[config.mk]
export PLATFORM = sky130hd
export DESIGN_NAME = misr_compactor
export DESIGN_NICKNAME = d
export VERILOG_FILES = /design/src/rtl/misr_pkg.sv /design/src/rtl/misr_core.sv /design/src/rtl/misr_compactor.sv
export SDC_FILE = /design/constraint.sdc
export NUM_CORES = 1
export LEC_CHECK = 0
export CELL_PAD_IN_SITES_DETAIL_PLACEMENT = 1
export CELL_PAD_IN_SITES_GLOBAL_PLACEMENT = 2
export CORE_ASPECT_RATIO = 1.4
export CORE_UTILIZATION = 28
export DETAILED_ROUTE_END_ITERATION = 12
export PLACE_DENSITY_LB_ADDON = 0.1
export SLEW_MARGIN = 25
export SYNTH_ARGS = -nofsm -noshare
export SYNTH_HDL_FRONTEND = slang
export SYNTH_SLANG_ARGS = --single-unit
[constraint.sdc]
create_clock -name clk -period 2.4 [get_ports clk]
set_clock_uncertainty 0.1 [all_clocks]
set_input_delay 0.48 -clock clk [delete_from_list [all_inputs] [get_ports clk]]
set_output_delay 0.48 -clock clk [all_outputs]
set_load 0.02 [all_outputs]
[src/rtl/misr_pkg.sv]
// Shared types and default constants for the MISR signature compactor.
package misr_pkg;

    typedef enum logic [1:0] {
        ST_IDLE,
        ST_COMPACT,
        ST_DONE
    } state_t;

    localparam int          DEFAULT_WIDTH  = 16;
    localparam logic [15:0] DEFAULT_POLY16 = 16'h002D;

endpackage

[src/rtl/misr_core.sv]
// Galois-form multiple-input signature register with synchronous load and step enable.
module misr_core
    import misr_pkg::*;
#(
    parameter int               WIDTH = DEFAULT_WIDTH,
    parameter int               NIN   = 1,
    parameter logic [WIDTH-1:0] POLY  = WIDTH'(DEFAULT_POLY16),
    parameter logic [WIDTH-1:0] SEED  = '0
) (
    input  logic             clk,
    input  logic             rst,
    input  logic             load,
    input  logic             en,
    input  logic [NIN-1:0]   din,
    output logic [WIDTH-1:0] sig
);

    // Shift toward the MSB, fold the MSB back through the tap mask, then mix the inputs into the low stages.
    function automatic logic [WIDTH-1:0] misr_step(input logic [WIDTH-1:0] s,
                                                   input logic [NIN-1:0]   d);
        logic [WIDTH-1:0] n;
        n = {s[WIDTH-2:0], 1'b0} ^ (s[WIDTH-1] ? POLY : '0);
        n[NIN-1:0] = n[NIN-1:0] ^ d;
        return n;
    endfunction

    always_ff @(posedge clk) begin
        if (rst) begin
            sig <= SEED;
        end else if (load) begin
            sig <= SEED;
        end else if (en) begin
            sig <= misr_step(sig, din);
        end
    end

endmodule

[src/rtl/misr_compactor.sv]
// Session controller around misr_core: sample counting, golden latch and pass/fail compare.
module misr_compactor
    import misr_pkg::*;
#(
    parameter int               WIDTH = DEFAULT_WIDTH,
    parameter int               NIN   = 1,
    parameter logic [WIDTH-1:0] POLY  = WIDTH'(DEFAULT_POLY16),
    parameter logic [WIDTH-1:0] SEED  = '0,
    parameter int               CNT_W = 16
) (
    input  logic             clk,
    input  logic             rst,
    input  logic             start,
    input  logic             abort,
    input  logic [CNT_W-1:0] len,
    input  logic [WIDTH-1:0] golden,
    input  logic             din_valid,
    input  logic [NIN-1:0]   din,
    output logic [WIDTH-1:0] signature,
    output logic             busy,
    output logic             done,
    output logic             pass
);

    state_t           state;
    state_t           state_nxt;
    logic [CNT_W-1:0] count;
    logic [WIDTH-1:0] golden_q;
    logic             start_ok;
    logic             sample;

    // abort outranks both a new session and a pending sample
    assign start_ok = start && !abort && (state != ST_COMPACT);
    assign sample   = din_valid && !abort && (state == ST_COMPACT);

    misr_core #(
        .WIDTH (WIDTH),
        .NIN   (NIN),
        .POLY  (POLY),
        .SEED  (SEED)
    ) u_core (
        .clk  (clk),
        .rst  (rst),
        .load (start_ok),
        .en   (sample),
        .din  (din),
        .sig  (signature)
    );

    always_ff @(posedge clk) begin
        if (rst) begin
            state <= ST_IDLE;
        end else begin
            state <= state_nxt;
        end
    end

    always_comb begin
        state_nxt = state;
        if (abort) begin
            state_nxt = ST_IDLE;
        end else begin
            case (state)
                ST_IDLE, ST_DONE: begin
                    if (start) begin
                        state_nxt = (len == '0) ? ST_DONE : ST_COMPACT;
                    end
                end
                ST_COMPACT: begin
                    if (din_valid && (count == CNT_W'(1))) begin
                        state_nxt = ST_DONE;
                    end
                end
                default: state_nxt = ST_IDLE;
            endcase
        end
    end

    always_comb begin
        busy = (state == ST_COMPACT);
        done = (state == ST_DONE);
    end

    // COMPACT is only entered with a non-zero count, so the decrement stops at zero.
    always_ff @(posedge clk) begin
        if (rst) begin
            count    <= '0;
            golden_q <= '0;
        end else if (start_ok) begin
            count    <= len;
            golden_q <= golden;
        end else if (sample) begin
            count    <= count - CNT_W'(1);
        end
    end

    assign pass = done && (signature == golden_q);

endmodule

==> load_flow_metrics.sql <==
INSERT INTO impl_metrics (metric_group, metric, value, unit) VALUES
('power_and_ir_drop', 'powerDensity', '589', 'nW/um2'),
('floorplan', 'fp.dieW', '79.9', 'um'),
('route', 'drc', '0', ''),
('floorplan', 'io-pin-count', '57', ''),
('synthesis', 'synth_sequential_area_ratio', '42.1', '%'),
('critical_path', 'crit_type', 'register to primary output', ''),
('floorplan', 'core_region_area', '8200', 'um2'),
('worst_hold_path', 'whs_path_depth', '2', ''),
('clock_tree', 'numCtsBuffers', '5', ''),
('sta', 'rsz0062_at_grt', 'no', ''),
('sta', 'final_max_tran_viols', '0', ''),
('layout', 'nets', '412', ''),
('grt', 'gr-usage-all-layers', '17.5', '%'),
('critical_path', 'crit_chain', 'nor2b_1 -> clkdlybuf4s50_1', ''),
('clock_tree', 'post_cts_hold_buffer_count', '0', ''),
('critical_path', 'r2r.worst_path.cells', '4', ''),
('sta', 'min_period', '2230', 'ps'),
('critical_path', 'critical_path.endpoint_type', 'primary output', ''),
('placement', 'post-place-cells', '467', ''),
('synthesis', 'synth.distinct_cells', '42', ''),
('power_and_ir_drop', 'worst_ir_drop_on_vdd', '0.358', 'mV'),
('clock_tree', 'postCtsSetupRepairBufs', '0', ''),
('critical_path', 'cp_data_required_time', '1820', 'ps'),
('critical_path', 'critPathMaxFanout', '6', ''),
('synthesis', 'synth_seq_cells', '50', ''),
('clock_tree', 'cts_root_buffer', 'sky130_fd_sc_hd__clkbuf_16', ''),
('grt', 'number_of_global_route_vias_before_repair', '2512', ''),
('critical_path', 'worst_setup_path_start_kind', 'register', ''),
('layout', 'final_cell_mix', 'sky130_fd_sc_hd__nand2_1 (66), sky130_fd_sc_hd__clkdlybuf4s50_1 (55), sky130_fd_sc_hd__dfxtp_1 (50)', ''),
('synthesis', 'synth_top_cell_area_share', '42.1', '%'),
('synthesis', 'multiplexer_fraction_of_the_synthesized_cell_area', '0', '%'),
('synthesis', 'largest_family_of_logic_cells_by_synthesized_area', 'simple AND/OR/NAND/NOR gates', ''),
('floorplan', 'floorplan.rows', '39', ''),
('floorplan', 'floorplan.initialDensity', '29.0', '%'),
('grt', 'grt_start_max_net_pins', '26', ''),
('synthesis', 'synth.area.top_cells', 'sky130_fd_sc_hd__dfxtp_1 (42%), sky130_fd_sc_hd__nand2_1 (10%), sky130_fd_sc_hd__a21oi_1 (8.0%)', ''),
('clock_tree', 'tritoncts', 'yes', ''),
('route', 'routed_wirelength', '7.49', 'mm'),
('critical_path', 'cpPeakStageDelay', '650', 'ps'),
('sta', 'timing.final.crit_share', '93.1', '%'),
('route', 'drt-pass1-iter-count', '4', ''),
('grt', 'grt_first_pass_wirelength', '12.0', 'mm'),
('worst_hold_path', 'hold_class', 'register to register', ''),
('layout', 'n_fill_cell', '991', ''),
('power_and_ir_drop', 'power.leakage', '1.14', 'nW'),
('route', 'wire_per_inst', '15.8', 'um'),
('layout', 'areaGrowthSynthToFinish', '42.7', '%'),
('power_and_ir_drop', 'fin_total_pwr', '0.00200', 'W'),
('synthesis', 'synth_area', '2380', 'um2'),
('layout', 'layoutNonFillerInstCount', '475', ''),
('placement', 'gp_congestion', '0.790', ''),
('critical_path', 'startpoint', 'state[1]', ''),
('synthesis', 'yosys.area_share.xor_xnor', '7.36', '%'),
('critical_path', 'worst_path_max_delay_cell', 'sky130_fd_sc_hd__clkdlybuf4s50_1', ''),
('critical_path', 'cp.arrival', '1650', 'ps'),
('synthesis', 'synth.net_count', '342', ''),
('placement', 'post-dp-hpwl', '5.64', 'mm'),
('synthesis', 'count_of_mapped_cells_out_of_synthesis', '302', ''),
('route', 'via_count', '2429', ''),
('critical_path', 'critical_path.reg2reg.startpoint', 'count[0]', ''),
('layout', 'utilization', '41.4', '%'),
('clock_tree', 'insertion_delay', '290', 'ps'),
('clock_tree', 'path_clk_slew', '70', 'ps'),
('clock_tree', 'clk_path_buf_depth', '2', ''),
('outcome', 'run_status', 'complete, no violations', ''),
('sta', 'worst_slew_margin_rel', '53.1', '%'),
('layout', 'insertedDiodeCount', '0', ''),
('floorplan', 'floorplan.die_area', '8870', 'um2'),
('floorplan', 'fp.dieH', '111', 'um'),
('synthesis', 'synth_fa_ha_area_share', '1.05', '%'),
('layout', 'layout.cells.most_common', 'sky130_fd_sc_hd__nand2_1', '');
synth_stat cells (all sizes together):
cell     instances
nand2           66
dfxtp           50
a21oi           38
xnor2           20
clkbuf          15
nor2            15
nand4           10
a31oi            9
nor4             8
nor3             6
o21ai            6
a22oi            5
buf              5
inv              5
nand3            5
a211oi           4
o311ai           3
or3              3
or4              3
a221oi           2
a32oi            2
and3             2
ha               2
nand2b           2
nand3b           2
nor2b            2
o211ai           2
a21boi           1
a2bb2oi          1
nand4bb          1
nor3b            1
nor4b            1
nor4bb           1
o21a             1
o31ai            1
or2              1
or4b             1
what timing repair did:
| action | 4_1_cts | 5_1_grt |
|---|---|---|
| endpoints found under the setup margin | 1 | 1 |
| gates resized for setup | 3 | 1 |
| endpoints found under the hold margin | 0 | 0 |
critical path: cells and delay by family (launching register included):
| kind | cells | cell delay, ps |
|---|---|---|
| AND/OR/NAND/NOR | 1 | 270 |
| flip-flops | 1 | 450 |
| buffers and inverters | 1 | 650 |
kinds of logic (layout without fill, tap and decap cells):
family / after synthesis / after routing
DFF: 50 / 50
AOI/OAI and AO/OA: 75 / 75
xor gates and xnor gates: 20 / 20
adders and majority gates: 2 / 2
and+or+nand+nor: 130 / 130
buffers and inverters: 25 / 96
report_power, final:
group	switching, W	internal, W
logic	0.000151	0.000148
registers	0.0000320	0.000860
clock network	0.000316	0.000493
total	0.000499	0.00150
state kept, by name, indices dropped and copies added (netlist names):
signal and cells:
u_core.sig 16, state 2, golden_q 16, count 16
path summary, 6_finish.rpt:
check | to | slack, ps
max | done | 170
min | golden_q[14] | 370
max reg2reg | count[11] | 460
min reg2reg | golden_q[14] | 370
per-stage QoR:
stage / worst slack [ps] / TNS, ps / hold slack [ps] / area [um2]
after floorplan: 433 / 0 / 349 / 2380
after global placement: -127 / -1050 / 356 / 3220
after detailed placement: -224 / -1930 / 369 / 3220
after CTS: 3.42 / 0 / 378 / 3400
after global routing: 101 / 0 / 398 / 3390
final: 167 / 0 / 374 / 3390
routing by layer:
metal,GRT usage (%),share of wire (%),vias up
met5,0,0,-
met4,5.71,1.5,0
met3,2.30,2.2,8
met2,32.4,53,39
met1,19.9,43,1168
li1,-,-,1214
layout make-up:
type / count / area, um2 / share of cell area, %
Clock buffer: 6 / 129 / 3.80
Sequential cell: 50 / 1000 / 29.5
Timing Repair Buffer: 83 / 771 / 22.7
Multi-Input combinational cell: 227 / 1310 / 38.6
Tap cell: 102 / 128 / 3.76
Inverter: 5 / 18.8 / 0.553
Clock inverter: 2 / 37.5 / 1.11
Note: power is estimated with default switching activity, not from simulation.
